## src/rtl/mac_rx_pkg.sv

```systemverilog
// rtl/mac_rx_pkg.sv - shared constants, descriptor layout and state encoding for the rx classifier
package mac_rx_pkg;

  localparam int          HDR_LEN          = 14;
  localparam logic [31:0] CRC_RESIDUE      = 32'hc704dd7b;
  localparam int          DESC_LEN_MSB     = 12;
  localparam int          DESC_TRUNC_BIT   = 13;
  localparam int          DESC_LEN_ERR_BIT = 14;
  localparam int          DESC_CRC_ERR_BIT = 15;

  typedef enum logic [2:0] {
    ST_IDLE,
    ST_HDR,
    ST_BODY,
    ST_FLUSH,
    ST_DESC,
    ST_DROP
  } state_e;

  function automatic logic [15:0] sat_inc16(input logic [15:0] v);
    return (v == 16'hFFFF) ? v : v + 16'd1;
  endfunction

endpackage

```

## src/rtl/crc32_8023.sv

```systemverilog
// rtl/crc32_8023.sv - byte-wide IEEE 802.3 CRC-32 accumulator
// Runs the reflected polynomial; crc_o is bit-reversed so the good-frame residue reads 32'hc704dd7b.
module crc32_8023 (
  input  logic        clk_i,
  input  logic        rstn_i,
  input  logic        init_i,
  input  logic        en_i,
  input  logic [7:0]  d_i,
  output logic [31:0] crc_o
);

  logic [31:0] crc_q;
  logic [31:0] crc_d;
  logic [31:0] seed;

  always_comb begin
    seed  = init_i ? 32'hFFFF_FFFF : crc_q;
    crc_d = seed;
    if (en_i) begin
      crc_d = seed ^ {24'd0, d_i};
      for (int b = 0; b < 8; b++) begin
        crc_d = crc_d[0] ? ((crc_d >> 1) ^ 32'hEDB8_8320) : (crc_d >> 1);
      end
    end
  end

  always_ff @(posedge clk_i) begin
    if (!rstn_i) crc_q <= '0;
    else         crc_q <= crc_d;
  end

  for (genvar g = 0; g < 32; g++) begin : g_rev
    assign crc_o[g] = crc_q[31-g];
  end

endmodule

```

## src/rtl/mac_r_class_nq.sv

```systemverilog
// rtl/mac_r_class_nq.sv - rx frame classifier steering bytes and descriptors into NQ queues
// Holds the 14-byte header in a delay line so the queue is known before the first byte is written.
module mac_r_class_nq
  import mac_rx_pkg::*;
#(
  parameter int NQ  = 2,
  parameter int MTU = 1500
) (
  input  logic             rx_clk,
  input  logic             rstn_mac,
  input  logic             rx_dv,
  input  logic             rx_en,
  input  logic [7:0]       rx_d,
  input  logic [16*NQ-1:0] class_type,
  input  logic [NQ-1:0]    class_en,
  input  logic [NQ-1:0]    q_afull,
  input  logic [NQ-1:0]    desc_full,
  output logic [7:0]       q_din,
  output logic [NQ-1:0]    q_wr,
  output logic [15:0]      desc_din,
  output logic [NQ-1:0]    desc_wr,
  output logic [16*NQ-1:0] drop_cnt,
  output logic [15:0]      runt_cnt
);

  localparam int             SW         = (NQ > 2) ? 2 : 1;
  localparam logic [12:0]    FRAME_MAX  = 13'(MTU + 18);
  localparam logic [NQ-1:0]  ONE_Q      = {{(NQ-1){1'b0}}, 1'b1};

  state_e          state_q, state_d;
  logic            dv_q;
  logic            pend_drop_q, pend_drop_d;
  logic [SW-1:0]   sel_q, sel_d, cls;
  logic [12:0]     in_cnt_q, in_cnt_d;
  logic [12:0]     out_cnt_q, out_cnt_d;
  logic            trunc_q, trunc_d;
  logic [3:0]      fl_cnt_q, fl_cnt_d;
  logic [7:0]      dline_q [HDR_LEN];
  logic [7:0]      q_din_q, q_din_d;
  logic [NQ-1:0]   q_wr_q, q_wr_d;
  logic [15:0]     desc_din_q, desc_din_d;
  logic [NQ-1:0]   desc_wr_q, desc_wr_d;
  logic [15:0]     drop_q [NQ];
  logic [15:0]     drop_d [NQ];
  logic [15:0]     runt_q, runt_d;

  logic            acc, rise, push, crc_init, crc_en, dl_shift;
  logic [15:0]     etype;
  logic [12:0]     wr_len;
  logic [31:0]     crc_res;
  logic            unused_cfg;

  assign acc        = rx_dv & rx_en;
  assign rise       = rx_dv & ~dv_q;
  assign etype      = {dline_q[0], rx_d};
  assign dl_shift   = acc | (state_q == ST_FLUSH);
  assign wr_len     = (out_cnt_q < FRAME_MAX) ? out_cnt_q : FRAME_MAX;
  assign unused_cfg = ^{class_type[15:0], class_en[0]};

  crc32_8023 u_crc (
    .clk_i  (rx_clk),
    .rstn_i (rstn_mac),
    .init_i (crc_init),
    .en_i   (crc_en),
    .d_i    (rx_d),
    .crc_o  (crc_res)
  );

  // Descending scan so the lowest matching queue wins.
  always_comb begin
    cls = '0;
    for (int q = NQ - 1; q >= 1; q--) begin
      if (class_en[q] && (class_type[q*16 +: 16] == etype)) cls = q[SW-1:0];
    end
  end

  always_comb begin
    state_d     = state_q;
    pend_drop_d = pend_drop_q;
    sel_d       = sel_q;
    in_cnt_d    = in_cnt_q;
    out_cnt_d   = out_cnt_q;
    trunc_d     = trunc_q;
    fl_cnt_d    = fl_cnt_q;
    q_din_d     = q_din_q;
    q_wr_d      = '0;
    desc_din_d  = desc_din_q;
    desc_wr_d   = '0;
    runt_d      = runt_q;
    for (int q = 0; q < NQ; q++) drop_d[q] = drop_q[q];
    crc_init    = 1'b0;
    crc_en      = 1'b0;
    push        = 1'b0;

    unique case (state_q)
      ST_IDLE: if (rise) begin
        state_d     = ST_HDR;
        crc_init    = 1'b1;
        crc_en      = rx_en;
        in_cnt_d    = rx_en ? 13'd1 : 13'd0;
        out_cnt_d   = '0;
        trunc_d     = 1'b0;
        pend_drop_d = 1'b0;
      end
      ST_HDR: begin
        if (!rx_dv) begin
          runt_d  = sat_inc16(runt_q);
          state_d = ST_IDLE;
        end else if (rx_en) begin
          crc_en   = 1'b1;
          in_cnt_d = in_cnt_q + 13'd1;
          if (in_cnt_q == 13'(HDR_LEN - 1)) begin
            sel_d = cls;
            if (q_afull[cls] || desc_full[cls]) begin
              drop_d[cls] = sat_inc16(drop_q[cls]);
              state_d     = ST_DROP;
            end else begin
              state_d = ST_BODY;
            end
          end
        end
      end
      ST_BODY: begin
        if (!rx_dv) begin
          state_d  = ST_FLUSH;
          fl_cnt_d = '0;
        end else if (rx_en) begin
          crc_en   = 1'b1;
          push     = 1'b1;
          in_cnt_d = (in_cnt_q == 13'h1FFF) ? in_cnt_q : in_cnt_q + 13'd1;
        end
      end
      ST_FLUSH: begin
        push     = 1'b1;
        fl_cnt_d = fl_cnt_q + 4'd1;
        if (rise && !pend_drop_q) begin
          pend_drop_d = 1'b1;
          drop_d[0]   = sat_inc16(drop_q[0]);
        end
        if (fl_cnt_q == 4'(HDR_LEN - 1)) state_d = ST_DESC;
      end
      ST_DESC: begin
        desc_wr_d  = ONE_Q << sel_q;
        desc_din_d = {crc_res != CRC_RESIDUE,
                      (in_cnt_q < 13'd64) || (in_cnt_q > FRAME_MAX),
                      trunc_q, wr_len};
        if (rise && !pend_drop_q) begin
          drop_d[0] = sat_inc16(drop_q[0]);
          state_d   = ST_DROP;
        end else if (pend_drop_q) begin
          state_d = ST_DROP;
        end else begin
          state_d = ST_IDLE;
        end
      end
      ST_DROP: if (!rx_dv) state_d = ST_IDLE;
      default: state_d = ST_IDLE;
    endcase

    if (push) begin
      q_din_d   = dline_q[HDR_LEN-1];
      out_cnt_d = (out_cnt_q == 13'h1FFF) ? out_cnt_q : out_cnt_q + 13'd1;
      if (out_cnt_q < FRAME_MAX) q_wr_d  = ONE_Q << sel_q;
      else                       trunc_d = 1'b1;
    end
  end

  always_ff @(posedge rx_clk) begin
    if (!rstn_mac) begin
      state_q     <= ST_IDLE;
      // Held high so a frame already in progress at release is not mistaken for a new one.
      dv_q        <= 1'b1;
      pend_drop_q <= 1'b0;
      sel_q       <= '0;
      in_cnt_q    <= '0;
      out_cnt_q   <= '0;
      trunc_q     <= 1'b0;
      fl_cnt_q    <= '0;
      q_din_q     <= '0;
      q_wr_q      <= '0;
      desc_din_q  <= '0;
      desc_wr_q   <= '0;
      runt_q      <= '0;
      for (int q = 0; q < NQ; q++) drop_q[q] <= '0;
      for (int i = 0; i < HDR_LEN; i++) dline_q[i] <= '0;
    end else begin
      state_q     <= state_d;
      dv_q        <= rx_dv;
      pend_drop_q <= pend_drop_d;
      sel_q       <= sel_d;
      in_cnt_q    <= in_cnt_d;
      out_cnt_q   <= out_cnt_d;
      trunc_q     <= trunc_d;
      fl_cnt_q    <= fl_cnt_d;
      q_din_q     <= q_din_d;
      q_wr_q      <= q_wr_d;
      desc_din_q  <= desc_din_d;
      desc_wr_q   <= desc_wr_d;
      runt_q      <= runt_d;
      for (int q = 0; q < NQ; q++) drop_q[q] <= drop_d[q];
      if (dl_shift) begin
        dline_q[0] <= rx_d;
        for (int i = 1; i < HDR_LEN; i++) dline_q[i] <= dline_q[i-1];
      end
    end
  end

  assign q_din    = q_din_q;
  assign q_wr     = q_wr_q;
  assign desc_din = desc_din_q;
  assign desc_wr  = desc_wr_q;
  assign runt_cnt = runt_q;
  for (genvar g = 0; g < NQ; g++) begin : g_drop
    assign drop_cnt[g*16 +: 16] = drop_q[g];
  end

endmodule

```

## config.mk

```make
export PLATFORM = sky130hd
export DESIGN_NAME = mac_r_class_nq
export DESIGN_NICKNAME = d
export VERILOG_FILES = /design/src/rtl/mac_rx_pkg.sv /design/src/rtl/crc32_8023.sv /design/src/rtl/mac_r_class_nq.sv
export SDC_FILE = /design/constraint.sdc
export NUM_CORES = 1
export LEC_CHECK = 0
export BUFFER_PORTS_ARGS = -buffer_cell sky130_fd_sc_hd__buf_2
export CAP_MARGIN = 20
export CORE_MARGIN = 4
export CORE_UTILIZATION = 55
export CTS_CLUSTER_DIAMETER = 80
export CTS_CLUSTER_SIZE = 10
export DETAILED_ROUTE_END_ITERATION = 7
export GPL_TIMING_DRIVEN = 0
export PLACE_DENSITY_LB_ADDON = 0.05
export RECOVER_POWER = 25
export SETUP_SLACK_MARGIN = 0.15
export SYNTH_ARGS = -nofsm -noshare
export SYNTH_HDL_FRONTEND = slang
export SYNTH_SLANG_ARGS = --single-unit
```

## constraint.sdc

```tcl
create_clock -name rx_clk -period 10.4 [get_ports rx_clk]
set_clock_uncertainty 0.1 [all_clocks]
set_input_delay 0.52 -clock rx_clk [delete_from_list [all_inputs] [get_ports rx_clk]]
set_output_delay 0.52 -clock rx_clk [all_outputs]
set_load 0.01 [all_outputs]
```

==> results of run 1 <==
power groups by stage:
stage	clock network, uW	logic (uW)	registers (uW)
4_1_cts	898	285	1120
3_3_place_gp	0	278	1140
2_1_floorplan	0	219	1130
3_5_place_dp	0	283	1140
5_1_grt	942	310	1120
6_report	879	287	1120
state kept, by name, summed over array words and instances (netlist names):
| register | cells |
|---|---|
| dline_q | 112 |
| drop_q | 32 |
| u_crc.crc_q | 32 |
| desc_din | 16 |
| runt_cnt | 16 |
| in_cnt_q | 13 |
| out_cnt_q | 13 |
| q_din | 8 |
| fl_cnt_q | 4 |
| state_q | 3 |
| desc_wr | 2 |
| q_wr | 2 |
| dv_q | 1 |
| pend_drop_q | 1 |
| sel_q | 1 |
| trunc_q | 1 |
worst max-delay path by stage:
stage	slack [ns]	cells after the start	to	from
floorplan	5.18	4	dline_q[0][0]	rstn_mac
global placement	2.72	4	dline_q[0][4]	rstn_mac
detailed placement	5.41	16	drop_q[0][13]	rx_d[4]
CTS	5.89	15	drop_q[0][13]	dline_q[0][1]
global route	5.52	15	drop_q[0][13]	dline_q[0][6]
finish	5.83	15	drop_q[0][13]	dline_q[0][1]
layer usage:
layer	GRT usage (%)	up-vias	wire length (um)
met5	0	-	0
met3	4.566	73	2551
met2	41.07	433	14820
li1	-	4864	-
met1	36.44	4845	14250
met4	7.717	0	881
layout make-up:
type                            count  area share, %
Buffer                             73          2.048
Clock buffer                       43          5.540
Clock inverter                      1        0.03563
Inverter                           17         0.4542
Multi-Input combinational cell    941          41.60
Sequential cell                   257          44.60
Tap cell                          280          2.494
Timing Repair Buffer              105          3.224
layout by cell type, fill, tap and decap left out, drive strengths merged, types with 16 or more instances in the layout:
cell / instances
clkbuf: 186
dfxtp: 145
and2: 125
nor2: 119
edfxtp: 112
xnor2: 91
nand2: 91
a21oi: 85
o21ai: 70
xor2: 47
nor3: 43
nand3: 42
buf: 35
nand4: 23
or3: 19
inv: 17
a211oi: 16
kinds of logic after synthesis:
group	Yosys count	synth area share, %
AND/OR/NAND/NOR	535	22.93
multiplexers	6	0.4925
flip-flops	257	50.33
AO/OA/AOI/OAI	251	12.36
adder cells (fa/ha/maj)	8	0.8041
buffers and inverters	90	2.824
XOR/XNOR	141	10.25
stage by stage:
stage / area, um2 / power, uW / cells / worst slack (ns) / utilization (%)
2_1_floorplan: 12450 / 1353 / 1288 / 5.182 / -
3_3_place_gp: 13320 / 1422 / 1671 / 2.725 / 60.45
3_5_place_dp: 13360 / 1422 / 1673 / 5.410 / 60.66
4_1_cts: 14140 / 2302 / 1717 / 5.894 / 64.21
5_1_grt: 14050 / 2374 / 1717 / 5.521 / 63.78
6_report: 14050 / 2285 / 1717 / 5.834 / 63.78
==> results_dict.tcl, run 1 <==
set metrics [dict create \
    critPathSlowestCell "or4_1" \
    synth_top_area_cell "edfxtp_1" \
    seqCellArea_um2 6266 \
    timing_hold_violations_final 0 \
    internal-power_uw 1724 \
    finalSetupTns_ns 0 \
    grt_start_max_net_pins 67 \
    p_per_area_nw_per_um2 162.6 \
    status "complete, no violations" \
    grt-ovfl-total 0 \
    arrival_ns 4.90 \
    antenna_found_initial 0 \
    synthCells 1288 \
    cp_cell_sequence "xnor2_1 > and4_1 > and4_1 > clkbuf_1 > nand3_1 > and2_1 > inv_1 > ha_1 > nand4_1 > or2_2 > clkbuf_1 > or4_1 > o21ai_0 > o2111ai_1 > a31oi_1" \
    finalCritPeriodShare_pct 43.91 \
    synth_warnings 0 \
    multi_input_area_um2 5844 \
    power.leakage_uw 0.004934 \
    clk_pin_slew_ns 0.06 \
    numCtsBuffers 29 \
    drive_gt1_share_pct 5.915 \
    critPathRequiredTime_ns 10.73 \
    hold_ws_ns 0.2716 \
    wl_per_cell_um 18.93 \
    ys_seq_area_share_pct 50.33 \
    min_from "rx_d[5]" \
    core_um2 22030 \
    clockBufferDepth 3 \
    nFillCells 1909 \
    dieArea_um2 25110 \
    clk_latency_ns 0.53 \
    hold_depth 2 \
    regToRegSetupSlack_ns 5.83 \
    async_flop_share_pct 0 \
    r2r_start "dline_q[0][1]" \
    reg2regPathDepth 15 \
    hp-class "input port to flip-flop" \
    worstMarginPinSlew_ns 1.106 \
    vias_per_cell 5.949 \
    p_switching_uw 560.9 \
    drv_slew 0 \
    p_comb_share_pct 12.6 \
    cts_max_level 1 \
    syn2layout_area_growth_pct 12.84 \
    diodes 0 \
    syn_nets 1346 \
    synth_common_cells "dfxtp_1 (145), and2_1 (125), nor2_1 (117)" \
    rsz0062_at_grt "false" \
    drt-initial-drc-count 1035 \
    syn_area_per_cell_um2 9.666 \
    cp_max_fo 9 \
    num_rows 54 \
    root_buffer "clkbuf_16" \
    grt_pass1_wl_mm 51.56 \
    syn_area_um2 12450 \
    grt_pass1_vias 9503 \
    postRouteAntennaNets 0 \
    nets 1482 \
    place_hpwl_mm 23.21 \
    gp_congestion 0.9561 \
    drc 0 \
    synth-seq-cells 257 \
    path_class "flip-flop to flip-flop" \
    yosys.cell_count.top_type "dfxtp_1" \
    critPathMaxStageDelay_ns 0.55 \
    io-pin-count 126 \
    cts_setup_buffers 0 \
    synth_top_area_share_pct 27.02 \
    clkPwrFrac_pct 38.5 \
    gr-usage-all-layers_pct 25.84 \
    via_count 10220 \
    cts_tree "yes" \
    yosysUniqueCellTypes 68 \
    die_w_um 158.5 \
    die-height_um 158.5 \
    swShare_pct 24.55 \
    drt-total-wl_mm 32.51 \
    synth.area.top_cells "edfxtp_1 (27%), dfxtp_1 (23%), xnor2_1 (6.4%), and2_1 (6.3%), nor2_1 (3.5%)" \
    regToRegEndpoint "drop_q[0][13]" \
    slew-limit-headroom_pct 25.72 \
    cts_resized 0 \
    max_freq_ghz 0.2190 \
    start_kind "flip-flop" \
    setup_viol 0 \
    cp-end-kind "flip-flop" \
    synth_ff_type "dfxtp_1" \
    io_buffers 103 \
    cp_top_family "simple AND/OR/NAND/NOR gates" \
    fin_crit_ns 4.566 \
    postCtsHoldBufs 0 \
    drv_cap 0 \
    start_util_pct 56.52 \
    power_frac_seq_pct 49.0 \
    path_buf_inv 3 \
    min_to "dline_q[0][5]" \
    vdd_drop_max_mv 0.1548 \
    clock-sinks 257 \
    synth_edf_count 112 \
    dr.pass1.iters 6 \
]
(Power assumes the default switching activity.)
==> run 2: changes to the inputs <==
--- a/config.mk
+++ b/config.mk
@@ -8,7 +8,7 @@
 export BUFFER_PORTS_ARGS = -buffer_cell sky130_fd_sc_hd__buf_2
 export CAP_MARGIN = 20
 export CORE_MARGIN = 4
-export CORE_UTILIZATION = 55
+export CORE_UTILIZATION = 54
 export CTS_CLUSTER_DIAMETER = 80
 export CTS_CLUSTER_SIZE = 10
 export DETAILED_ROUTE_END_ITERATION = 7
==> constraint.sdc (replaced) <==
create_clock -name rx_clk -period 4.02 [get_ports rx_clk]
set_clock_uncertainty 0.1 [all_clocks]
set_input_delay 0.201 -clock rx_clk [delete_from_list [all_inputs] [get_ports rx_clk]]
set_output_delay 0.201 -clock rx_clk [all_outputs]
set_load 0.01 [all_outputs]
==> run 2 against run 1 <==
Sequential share of layout area fell by 0.44 points; largest cell class unchanged; critical path depth fell by 1; routed wire length fell by 0.52%; setup slack got worse by 5.5 ns.
==> results_dict.tcl, run 2 (synthesized netlist as in run 1, its figures left out) <==
set metrics [dict create \
    status "complete, no violations" \
    multi_input_area_um2 5889 \
    path_buf_inv 2 \
    rsz0062_at_grt "true" \
    drc 0 \
    core_um2 22640 \
    io_buffers 103 \
    dieArea_um2 25550 \
    die-height_um 159.8 \
    drive_gt1_share_pct 6.713 \
    start_util_pct 54.99 \
    grt_pass1_vias 9437 \
    postRouteAntennaNets 0 \
    finalCritPeriodShare_pct 92.83 \
    setup_viol 0 \
    root_buffer "clkbuf_16" \
    max_freq_ghz 0.2680 \
    vdd_drop_max_mv 0.3632 \
    path_class "flip-flop to flip-flop" \
    dpl_cell_area_um2 13370 \
    fin_ws_ns 0.2884 \
    diodes 0 \
    top_regs "dline_q: 112 flops, drop_q: 32 flops, u_crc.crc_q: 32 flops" \
    pre_cts_ws_ns -0.6503 \
    grt_pass1_wl_mm 51.42 \
    hp-class "input port to flip-flop" \
    wl_per_cell_um 18.69 \
    grt-ovfl-total 0 \
    final_cell_mix "clkbuf_1 (154), dfxtp_1 (145), nor2_1 (117), edfxtp_1 (112), and2_1 (108)" \
    critPathSlowestCell "or4_4" \
    worstMarginPinSlew_ns 1.076 \
    io-pin-count 126 \
    clk_latency_ns 0.56 \
    seqCellArea_um2 6266 \
    arrival_ns 4.09 \
    drv_cap 0 \
    cp_max_fo 9 \
    power.leakage_uw 0.004987 \
    gr-usage-all-layers_pct 24.54 \
    clockBufferDepth 3 \
    place_hpwl_mm 22.80 \
    critPathMaxStageDelay_ns 0.47 \
    p_per_area_nw_per_um2 420.7 \
    clock-sinks 257 \
    syn2layout_area_growth_pct 13.98 \
    drt-initial-drc-count 1068 \
    clk_pin_slew_ns 0.06 \
    critPathRequiredTime_ns 4.38 \
    start_kind "flip-flop" \
    vias_per_cell 5.876 \
    cts_tree "yes" \
    timing_hold_violations_final 0 \
    finalInstanceArea_um2 14190 \
    gp_congestion 0.9686 \
    via_count 10170 \
    nets 1488 \
    grt_start_max_net_pins 59 \
    cp_cell_sequence "xnor2_1 > and4_4 > and4_1 > clkbuf_2 > nand3_1 > and2_1 > inv_1 > ha_4 > nand4_1 > or2_4 > or4_4 > o21ai_1 > o2111ai_1 > a31oi_1" \
    slew-limit-headroom_pct 27.75 \
    num_rows 55 \
    cp-end-kind "flip-flop" \
    fin_crit_ns 3.732 \
    numCtsBuffers 29 \
    top_register "dline_q" \
    dr.pass1.iters 5 \
    drv_slew 0 \
    cp_top_family "simple AND/OR/NAND/NOR gates" \
    nFillCells 1949 \
    die_w_um 159.8 \
    largest_reg_flops 112 \
    drt-total-wl_mm 32.34 \
    cts_max_level 1 \
    final_common_cell "clkbuf_1" \
    finalSetupTns_ns 0 \
    antenna_found_initial 1 \
]
run 2: cell types whose count changed in the layout (fill, tap and decap cells not counted), moves of 2 or more:
cell           before  now
and4_1             10    8
and4_4              0    2
clkbuf_2            0    2
dlygate4sd3_1       0    6
clkbuf_1          157  154
run 2: per-layer routing:
| layer | routed length (um) | track usage, % |
|---|---|---|
| met5 | 0 | 0 |
| met4 | 798 | 6.922 |
| met3 | 2555 | 4.000 |
| met2 | 14400 | 38.84 |
| met1 | 14590 | 35.22 |
run 2: power breakdown:
| part | internal (uW) | leakage (uW) | switching [uW] |
|---|---|---|---|
| registers | 2840 | 0.00237 | 53.9 |
| clock network | 1330 | 0.000389 | 1000 |
| logic | 315 | 0.00223 | 431 |
run 2: layout make-up:
type,instances,area share [%]
sequential,257,44.16
multi-input combinational,941,41.50
clock buffer,44,5.511
timing repair buffer,112,3.668
tap,285,2.513
buffer,72,2.019
inverter,17,0.4497
clock inverter,2,0.1764
run 2: metrics by stage:
step | total power (uW) | hold slack [ns] | std cells | utilization, %
2_1_floorplan | 3497 | 0.2992 | 1288 | -
3_3_place_gp | 3670 | 0.3400 | 1676 | 58.86
3_5_place_dp | 3678 | 0.3442 | 1678 | 59.04
4_1_cts | 6012 | 0.04960 | 1730 | 62.95
5_1_grt | 6219 | 0.08161 | 1730 | 62.67
6_report | 5970 | 0.07030 | 1730 | 62.67
run 2: timing repair:
item                                    4_1_cts  5_1_grt
endpoints found under the hold margin         7        0
endpoints found under the setup margin       15       14
pin swaps                                     1        1
buffers inserted                              1        0
resized for setup                             6       10
hold buffers                                  6        0
run 2: final timing paths:
check,from,slack [ns],cells after the start,end
max,dline_q[0][4],0.29,14,drop_q[0][13]
max reg2reg,dline_q[0][4],0.29,14,drop_q[0][13]
min,rx_d[1],0.07,2,dline_q[0][1]
min reg2reg,q_din[3],0.35,2,q_din[3]
==> run 3: changes to the inputs <==
--- a/config.mk
+++ b/config.mk
@@ -8,7 +8,7 @@
 export BUFFER_PORTS_ARGS = -buffer_cell sky130_fd_sc_hd__buf_2
 export CAP_MARGIN = 20
 export CORE_MARGIN = 4
-export CORE_UTILIZATION = 54
+export CORE_UTILIZATION = 55
 export CTS_CLUSTER_DIAMETER = 80
 export CTS_CLUSTER_SIZE = 10
 export DETAILED_ROUTE_END_ITERATION = 7
==> constraint.sdc (replaced) <==
create_clock -name rx_clk -period 4.5 [get_ports rx_clk]
set_clock_uncertainty 0.1 [all_clocks]
set_input_delay 0.225 -clock rx_clk [delete_from_list [all_inputs] [get_ports rx_clk]]
set_output_delay 0.225 -clock rx_clk [all_outputs]
set_load 0.01 [all_outputs]
==> run 3 against run 2 <==
Utilization increased by 1.5 points; via count shrank 0.50%; critical endpoint unchanged; count of clock-buffer cells in the layout fell by 1; register-to-register slack gained 0.08 ns.
==> results_dict.tcl, run 3 (synthesized netlist as in run 1, its figures left out) <==
set metrics [dict create \
    cts_max_level 1 \
    slew-limit-headroom_pct 20.73 \
    gp_congestion 0.9670 \
    drc 0 \
    start_util_pct 56.52 \
    hp-class "input port to flip-flop" \
    max_freq_ghz 0.2420 \
    postRouteAntennaNets 0 \
    finalCritPeriodShare_pct 91.81 \
    place_hpwl_mm 23.05 \
    drive_gt1_share_pct 6.514 \
    drv_cap 0 \
    setup_viol 0 \
    rsz0062_at_grt "true" \
    path_class "flip-flop to flip-flop" \
    diodes 0 \
    top_register "dline_q" \
    cp_max_fo 9 \
    status "complete, no violations" \
    dieArea_um2 25110 \
    core_um2 22030 \
    cts_tree "yes" \
    path_buf_inv 3 \
    dp.cells 1673 \
    nFillCells 1900 \
    clock-sinks 257 \
    die_w_um 158.5 \
    cp-end-kind "flip-flop" \
    p_per_area_nw_per_um2 377.2 \
    cp_cell_sequence "xnor2_1 > and4_2 > and4_1 > clkbuf_2 > nand3_1 > and2_1 > inv_1 > ha_2 > nand4_1 > or2_2 > clkbuf_1 > or4_4 > o21ai_0 > o2111ai_1 > a31oi_1" \
    power.leakage_uw 0.004966 \
    drt-total-wl_mm 32.54 \
    final_common_cell "clkbuf_1" \
    dr.pass1.iters 5 \
    nets 1487 \
    min_from "rx_en" \
    critPathSlowestCell "or4_4" \
    io_buffers 103 \
    clk_pin_slew_ns 0.06 \
    top_regs "dline_q: 112 flops, drop_q: 32 flops, u_crc.crc_q: 32 flops" \
    grt_pass1_vias 9381 \
    critPathMaxStageDelay_ns 0.50 \
    io-pin-count 126 \
    die-height_um 158.5 \
    timing_hold_violations_final 0 \
    fin_crit_ns 4.132 \
    drt-initial-drc-count 977 \
    gr-usage-all-layers_pct 25.89 \
    syn2layout_area_growth_pct 13.51 \
    seqCellArea_um2 6266 \
    multi_input_area_um2 5857 \
    finalSetupTns_ns 0 \
    wl_per_cell_um 18.89 \
    num_rows 54 \
    grt_start_max_net_pins 66 \
    clk_latency_ns 0.57 \
    drv_slew 0 \
    antenna_found_initial 0 \
    final_cell_mix "clkbuf_1 (154), dfxtp_1 (145), nor2_1 (117), edfxtp_1 (112), and2_1 (104)" \
    grt_pass1_wl_mm 51.77 \
    root_buffer "clkbuf_16" \
    grt-ovfl-total 0 \
    vdd_drop_max_mv 0.3053 \
    crit_start "dline_q[0][1]" \
    via_count 10120 \
    largest_reg_flops 112 \
    critPathRequiredTime_ns 4.87 \
    start_kind "flip-flop" \
    worstMarginPinSlew_ns 1.180 \
    r2r_start "dline_q[0][1]" \
    numCtsBuffers 29 \
    arrival_ns 4.51 \
    vias_per_cell 5.871 \
    cp_top_family "simple AND/OR/NAND/NOR gates" \
    fin_cells 1723 \
    clockBufferDepth 3 \
]
## run 3: cell count changes in the layout (fill, tap and decap cells not counted), sizes merged
| cell | before | now |
|---|---|---|
| dlygate4sd3 | 6 | 4 |
## run 3: cell type report
class                           count  share of cell area [%]
Buffer                             73                   2.054
Clock buffer                       43                   5.507
Sequential cell                   257                   44.34
Inverter                           17                  0.4516
Clock inverter                      2                  0.1771
Tap cell                          280                   2.479
Timing Repair Buffer              110                   3.542
Multi-Input combinational cell    941                   41.45
## run 3: worst min-delay path, delay by kind of cell
family | cells | cell delay, ns
buf+inv | 1 | 0.13
simple gates | 1 | 0.06
compound gates | 2 | 0.25
## run 3: worst paths after layout
check / end / slack [ns] / depth (start not counted)
setup / recovery: drop_q[0][13] / 0.37 / 15
hold / removal: in_cnt_q[0] / 0.05 / 4
setup reg to reg: drop_q[0][13] / 0.37 / 15
hold reg to reg: q_din[3] / 0.35 / 2
## run 3: metrics by stage
stage / total power (uW) / instance area [um2] / utilization, % / worst slack, ns / hold WS, ns
4_1_cts: 5355 / 14210 / 64.50 / 0.1501 / 0.02082
3_3_place_gp: 3283 / 13320 / 60.47 / -0.9856 / 0.3397
3_5_place_dp: 3287 / 13360 / 60.66 / -0.1034 / 0.3451
5_1_grt: 5530 / 14130 / 64.16 / 0.1173 / 0.06774
2_1_floorplan: 3124 / 12450 / - / 0.9437 / 0.3232
6_report: 5330 / 14130 / 64.16 / 0.3685 / 0.04764
## run 3: timing repair
item                                   4_1_cts  5_1_grt
endpoints found under the hold margin        4        0
setup endpoints to repair                    1       11
pin swaps                                    0        1
hold buffers                                 4        0
gates resized for setup                      2        7
setup buffers                                0        1
## run 3: metal layers
metal | up-vias | share of wire (%) | track usage [%]
met5 | - | 0 | 0
met4 | 0 | 2.5 | 7.595
met3 | 67 | 8.6 | 4.295
met2 | 444 | 45 | 40.63
met1 | 4738 | 44 | 37.24
li1 | 4866 | - | -
## run 3: report_power, final
part / internal, uW / switching, uW
logic: 278 / 389
registers: 2540 / 47.8
clock network: 1180 / 896
total: 4000 / 1330
